$ cat src/rtl/val2_shift_sequencer.sv
// Operand-2 shifter: decodes an immediate / shifted-register / memory-offset operand and
// shifts it one bit per cycle; done follows an accepted start by N+1 cycles. Define RRX_EN
// to treat a register ROR #0 as rotate-right-extended through the carry flag.
module val2_shift_sequencer #(
    parameter int REGISTER_LEN = 32
) (
    input  logic                    clk,
    input  logic                    rst,
    input  logic                    start,
    input  logic [REGISTER_LEN-1:0] Rm,
    input  logic [11:0]             shift_operand,
    input  logic                    immd,
    input  logic                    is_mem_command,
    input  logic                    carry_in,
    output logic                    busy,
    output logic                    done,
    output logic [REGISTER_LEN-1:0] val2_out,
    output logic                    shift_carry_out
);

    typedef enum logic [1:0] {IDLE, SHIFT, DONE} state_t;
    typedef enum logic [2:0] {SH_LSL, SH_LSR, SH_ASR, SH_ROR, SH_RRX} shift_t;

    state_t                  state_q, state_d;
    shift_t                  type_q, type_d, ld_type;
    logic [REGISTER_LEN-1:0] work_q, work_d, ld_val, sh_val;
    logic [REGISTER_LEN-1:0] val2_q, val2_d;
    logic [5:0]              cnt_q, cnt_d, ld_cnt;
    logic                    carry_q, carry_d, sh_c;
    logic                    done_q, done_d;
    logic                    cout_q, cout_d;
    logic                    accept;

    // Operand decode for the request presented this cycle.
    always_comb begin
        ld_val  = Rm;
        ld_cnt  = 6'd0;
        ld_type = SH_LSL;
        if (is_mem_command) begin
            ld_val = {{(REGISTER_LEN-12){1'b0}}, shift_operand};
        end else if (immd) begin
            ld_val  = {{(REGISTER_LEN-8){1'b0}}, shift_operand[7:0]};
            ld_cnt  = {1'b0, shift_operand[11:8], 1'b0};
            ld_type = SH_ROR;
        end else if (!shift_operand[4]) begin
            ld_cnt = {1'b0, shift_operand[11:7]};
            case (shift_operand[6:5])
                2'b00:   ld_type = SH_LSL;
                2'b01:   ld_type = SH_LSR;
                2'b10:   ld_type = SH_ASR;
                default: ld_type = SH_ROR;
            endcase
            if (shift_operand[11:7] == 5'd0) begin
                if (ld_type == SH_LSR || ld_type == SH_ASR) begin
                    ld_cnt = 6'd32;
                end
`ifdef RRX_EN
                if (ld_type == SH_ROR) begin
                    ld_type = SH_RRX;
                    ld_cnt  = 6'd1;
                end
`endif
            end
        end
    end

    always_comb begin
        sh_val = work_q;
        sh_c   = carry_q;
        case (type_q)
            SH_LSL: begin sh_val = {work_q[REGISTER_LEN-2:0], 1'b0};        sh_c = work_q[REGISTER_LEN-1]; end
            SH_LSR: begin sh_val = {1'b0, work_q[REGISTER_LEN-1:1]};        sh_c = work_q[0]; end
            SH_ASR: begin sh_val = {work_q[REGISTER_LEN-1], work_q[REGISTER_LEN-1:1]}; sh_c = work_q[0]; end
            SH_ROR: begin sh_val = {work_q[0], work_q[REGISTER_LEN-1:1]};   sh_c = work_q[0]; end
            SH_RRX: begin sh_val = {carry_q, work_q[REGISTER_LEN-1:1]};     sh_c = work_q[0]; end
            default: begin sh_val = work_q; sh_c = carry_q; end
        endcase
    end

    assign accept = rst && start && (state_q != SHIFT);

    always_comb begin
        state_d = state_q;
        work_d  = work_q;
        cnt_d   = cnt_q;
        type_d  = type_q;
        carry_d = carry_q;
        val2_d  = val2_q;
        cout_d  = cout_q;
        done_d  = 1'b0;
        case (state_q)
            SHIFT: begin
                work_d  = sh_val;
                carry_d = sh_c;
                cnt_d   = cnt_q - 6'd1;
                if (cnt_q == 6'd1) begin
                    state_d = DONE;
                    done_d  = 1'b1;
                    val2_d  = sh_val;
                    cout_d  = sh_c;
                end
            end
            default: begin
                state_d = IDLE;
                if (accept) begin
                    work_d  = ld_val;
                    cnt_d   = ld_cnt;
                    type_d  = ld_type;
                    carry_d = carry_in;
                    if (ld_cnt == 6'd0) begin
                        state_d = DONE;
                        done_d  = 1'b1;
                        val2_d  = ld_val;
                        cout_d  = carry_in;
                    end else begin
                        state_d = SHIFT;
                    end
                end
            end
        endcase
    end

    always_ff @(posedge clk) begin
        if (!rst) begin
            state_q <= IDLE;
            work_q  <= '0;
            cnt_q   <= 6'd0;
            type_q  <= SH_LSL;
            carry_q <= 1'b0;
            val2_q  <= '0;
            cout_q  <= 1'b0;
            done_q  <= 1'b0;
        end else begin
            state_q <= state_d;
            work_q  <= work_d;
            cnt_q   <= cnt_d;
            type_q  <= type_d;
            carry_q <= carry_d;
            val2_q  <= val2_d;
            cout_q  <= cout_d;
            done_q  <= done_d;
        end
    end

    // busy stalls the pipeline from the accepting cycle onward, so it cannot wait for a flop.
    assign busy            = (state_q == SHIFT) || (accept && (ld_cnt != 6'd0));
    assign done            = done_q;
    assign val2_out        = val2_q;
    assign shift_carry_out = cout_q;

endmodule

$ cat config.mk
export PLATFORM = sky130hd
export DESIGN_NAME = val2_shift_sequencer
export DESIGN_NICKNAME = d
export VERILOG_FILES = /design/src/rtl/val2_shift_sequencer.sv
export SDC_FILE = /design/constraint.sdc
export NUM_CORES = 1
export LEC_CHECK = 0
export CORE_AREA = 2 2 98 170
export CTS_BUF_LIST = sky130_fd_sc_hd__clkbuf_4 sky130_fd_sc_hd__clkbuf_8 sky130_fd_sc_hd__clkbuf_16
export CTS_CLUSTER_SIZE = 10
export DETAILED_ROUTE_END_ITERATION = 7
export DIE_AREA = 0 0 100 172
export PLACE_DENSITY = 0.43
export SYNTH_ARGS = -nofsm -noshare
export SYNTH_HDL_FRONTEND = slang
export SYNTH_SLANG_ARGS = --single-unit
$ cat constraint.sdc
create_clock -name clk -period 5.3 [get_ports clk]
set_input_delay 1.06 -clock clk [delete_from_list [all_inputs] [get_ports clk]]
set_output_delay 1.06 -clock clk [all_outputs]
set_load 0.01 [all_outputs]
Word level (Yosys, flattened, before mapping)
Index checks and enable logic that the tools add are counted.
{ "word_totals": {"out_inout_bits": 35, "mem_count": 0, "rom_bits": 0, "latchBits": 0, "ram_bits": 0, "word_cells": 75, "reg_bits": 78} }
{ "classes": {"n_bitwise": 1, "eq_ne": 12, "multipliers": 0, "reduce_logical": 15, "shifts": 0, "n_div": 0, "n_mux": 38, "n_lt_le_gt_ge": 0, "n_addsub": 1} }
{ "op_table": {"columns": ["cell", "count"], "rows": [
  ["32-bit 2-to-1 mux", 8],
  ["32-bit one-hot mux with 5 select lines", 1],
  ["6-bit 2-to-1 mux", 7],
  ["3-bit 2-to-1 mux", 6],
  ["1-bit 2-to-1 mux", 10],
  ["3-bit by 2-bit equality test with 1-bit output, second input constant", 3],
  ["2-bit 2-to-1 mux", 4],
  ["3-bit by 1-bit equality test with 1-bit output, second input constant", 2],
  ["6-bit by 1-bit equality test with 1-bit output, second input constant", 1],
  ["6-bit logical NOT", 1],
  ["2-bit one-hot mux with 3 select lines", 1],
  ["6-bit nonzero test", 1],
  ["6-bit by 1-bit subtractor with 6-bit output, second input constant", 1],
  ["5-bit logical NOT", 1],
  ["2-bit by 1-bit equality test with 1-bit output, second input constant", 2],
  ["2-bit nonzero test", 2],
  ["4-bit OR reduction", 1],
  ["3-bit equality test, second input constant", 1],
  ["1-bit logical AND", 3],
  ["3-bit logical NOT", 1],
  ["3-bit AND reduction", 1],
  ["2-bit equality test, second input constant", 1],
  ["2-bit logical NOT", 1],
  ["1-bit logical OR", 2],
  ["other kinds (5)", 5]
]} }

Logic depth before layout (Yosys ltp)
{ "depth": {"ltp_word": 16, "depth_mapped": 8, "mapped_depth_nobuf": 6} }

Worst setup path after synthesis
Ideal clock, no wire load.
{ "synth_timing": {"path_kind": "in2out", "from": "input shift_operand[5]", "to": "output busy", "path_stages": 6, "slack_ns": 2.313, "required_ns": 4.240, "arrival_ns": 1.927, "cell_sequence": "inv_1 ha_1 nor3_1 nand3_1 nand2_1 a21o_1"} }
{ "synth_via": {"elab_chain_len": 15} }
{ "synth_rtl": {"columns": ["element", "line", "text"], "rows": [
  ["start: declaration", "11", "input logic [11:0] shift_operand,"],
  ["2-bit equality test, or another cell as far along", "47", "case (shift_operand[6:5])"],
  ["2-bit one-hot mux with 3 select lines *", "47", null],
  ["3-bit 2-to-1 mux *", "45", "end else if (!shift_operand[4]) begin"],
  ["3-bit 2-to-1 mux *", "41", "end else if (immd) begin"],
  ["3-bit 2-to-1 mux *", "39", "if (is_mem_command) begin"],
  ["3-bit by 1-bit equality test with 1-bit output or 3-bit by 2-bit equality test with 1-bit output (tied branches)", "54", "if (ld_type == SH_LSR || ld_type == SH_ASR) begin"],
  ["1-bit logical OR *", "54", null],
  ["6-bit 2-to-1 mux *", "54", null],
  ["6-bit 2-to-1 mux *", "53", "if (shift_operand[11:7] == 5'd0) begin"],
  ["6-bit 2-to-1 mux *", "45", null],
  ["6-bit 2-to-1 mux *", "41", null],
  ["6-bit 2-to-1 mux *", "39", null],
  ["6-bit nonzero test *", "146", "assign busy = (state_q == SHIFT) || (accept && (ld_cnt != 6'd0));"],
  ["1-bit logical AND *", "146", null],
  ["1-bit logical OR *", "146", null],
  ["end: declaration", "15", "output logic busy,"]
]} }
Every way passes the cells marked *; elsewhere a longest branch is shown, timed or not. The select of a mux whose other input is x is not followed.

Final worst setup path
{ "layout_timing": {"from": "input is_mem_command", "to": "output busy"} }
{ "layout_via": {"elab_chain_len": 4} }
{ "layout_rtl": {"columns": ["element", "line", "text"], "rows": [
  ["start: declaration", "13", "input logic is_mem_command,"],
  ["6-bit 2-to-1 mux", "39", null],
  ["6-bit nonzero test", "146", null],
  ["1-bit logical AND", "146", null],
  ["1-bit logical OR", "146", null]
]} }
Every way passes these cells.

==> out/qor.yml <==
status: "finished clean"
grt_busiest_layer: "met2"
layout-drive-gt1-share: 0.0668
synth_top_area_frac: 0.363
antenna_found_initial: 0
cap_viol_max_count: 0
maxSlewHeadroom: 0.235
start_kind: "input port"
synth_edf_count: 0
finalWirelength_um: 13000
synth_xor_area_frac: 0.00209
slowest_stage: "clkdlybuf4s50_1"
core_region_area_um2: 15900
crit_type: "in2out"
yosysUniqueCellTypes: 42
grt_util_met3: 0.0214
tightest_slew_ns: 1.15
cts_made_buffers: 9
dp_hpwl_um: 8700
hold_viol_final: 0
place_area_um2: 5100
htree_levels: 3
grt_overflow: 0
die_y_um: 172
rsz0062_at_grt: "false"
cts_resized: 0
cp_top_family: "buffers and inverters"
synth_area_leaders: "dfxtp_1, mux2i_1, a21oi_1"
worstHoldPathType: "reg2reg"
path_cells: "clkdlybuf4s50_1, nor2_2, nand3_1, nand2_1, a21o_1, clkdlybuf4s50_1"
root_buffer: "clkbuf_16"
fin_area_um2: 5460
critPathBufInv: 2
ir_drop_mv: 0.175
yosysSeqAreaShare: 0.363
drc_errors: 0
nets: 634
wl_per_cell_um: 16.9
synthSimpleGateAreaFrac: 0.206
fmax_mhz: 236
path_clk_slew_ns: 0.06
cts_hold_buf: 0
gp_congestion: 0.830
grt_pass1_vias: 4255
clockBufferDepth: 2
synth_async_sr_flop_share: 0
ant_nets: 0
cts_setup_buffers: 0
period_share: 0.800
syn_area_per_cell_um2: 8.00
grt_util_met1: 0.170
ys_ff_latch: 76
critPathMaxStageDelay_ns: 0.81
crit_path_frequent_cell: "clkdlybuf4s50_1"
use_met2: 0.296
start_util: 0.264
nFillCells: 1691
synth_top_area_cell: "dfxtp_1"
grt_max_degree: 66
powerDensity_nw_per_um2: 295
cp.arrival_ns: 3.18
synth_mux_area_frac: 0.0815
critPathRequiredTime_ns: 4.24
setup_viol: 0
core.rowCount: 61
die_area_um2: 17200
hold_slack_ns: 0.460
synth-compound-area-share: 0.266
synthFlopType: "dfxtp_1"
grt_pass1_wl_um: 21100
ios: 85
synth_area_um2: 4190
clock_skew_ns: 0.00945
synthCells: 524
slew_viol_final: 0
first_iter_violations: 140
cts_tree: "yes"
grt_util_all_layers: 0.156
synthAdderAreaFrac: 0.0149
insertion_delay_ns: 0.33
syn_to_final_growth_pct: 30.3
firstDrtPassIters: 4
cp_max_fo: 18
ys_warn_count: 0
die_w_um: 100
synth_top_family_by_area: "compound AO/OA/AOI/OAI gates"
clock-sinks: 76
synth_most_common_cell: "dfxtp_1"
fin_tns_setup_ns: 0
leakage_nw: 2.09
min_period_ns: 4.24
synth_commonest_cells: "dfxtp_1, nand2_1, a21oi_1, o21ai_0, clkbuf_1"
endpoint_kind: "output pin"
syn-num-nets: 579
vias: 3968
vias_per_cell: 5.13
place.port_buffers: 84
[layer usage]
metal | vias to the layer above | part of all wire
met5 | - | 0
met4 | 0 | 0.019
met3 | 10 | 0.025
met2 | 76 | 0.55
met1 | 1889 | 0.41
li1 | 1993 | -
[worst min-delay path, cell delays in order (launching register included)]
cell and delay (ns):
dfxtp_1 0.31, nand2_1 0.05, a21oi_1 0.05
[kinds of logic after synthesis]
kind of cell | count (synthesis)
muxes | 34
adders and majority gates | 5
buffers and inverters | 56
AOI/OAI and AO/OA | 184
xor gates and xnor gates | 1
and+or+nand+nor | 168
DFF | 76
[state kept, by name (all words and copies together) (netlist names)]
name	cells
cnt_q	6
shift_carry_out	1
state_q	2
done	1
work_q	32
type_q	2
val2_out	32
[per-stage QoR]
stage	power, mW	util	instances	worst slack (ns)
floorplan	0.788	-	524	2.31
global placement	0.892	0.321	757	1.08
detailed placement	0.893	0.321	757	1.09
CTS	1.64	0.344	773	1.07
global route	1.68	0.344	773	0.939
finish	1.61	0.344	774	1.06
[placed cells by master (no fill, tap or decap), types with 3 or more instances in the layout]
cell type and count:
a211o_1 20, a211oi_1 4, a21oi_1 60, a221o_1 5, a31oi_1 3, and3_1 21, buf_4 9, bufinv_16 3
clkbuf_16 9, clkdlybuf4s50_1 83, dfxtp_1 76, ha_1 5, inv_1 5, mux2i_1 33, nand2_1 75, nand3_1 31
nor2_1 8, o21a_1 19, o21ai_0 60, or3b_1 18
[where the power goes]
part	internal (mW)	switching, mW	total, mW
clock	0.491	0.242	0.732
sequential	0.598	0.0225	0.621
combinational	0.117	0.139	0.256
[final cells by class]
| type | count | area [um2] | share of cell area |
|---|---|---|---|
| multi-input cells | 392 | 2410 | 0.442 |
| flip-flops and latches | 76 | 1520 | 0.279 |
| repair buffers | 93 | 903 | 0.165 |
| clock buffers | 12 | 260 | 0.0477 |
| well taps | 189 | 236 | 0.0433 |
| clock inverters | 4 | 95.1 | 0.0174 |
| inverters | 7 | 26.3 | 0.00481 |
| diodes | 1 | 2.50 | 0.000458 |
[final timing paths]
path / startpoint / endpoint / slack, ns / depth (start not counted)
setup / recovery: is_mem_command / busy / 1.06 / 6
hold / removal: work_q[14] / work_q[14] / 0.46 / 2
setup reg to reg: type_q[0] / work_q[31] / 3.17 / 5
hold reg to reg: work_q[14] / work_q[14] / 0.46 / 2
Note: power is estimated with default switching activity, not from simulation.
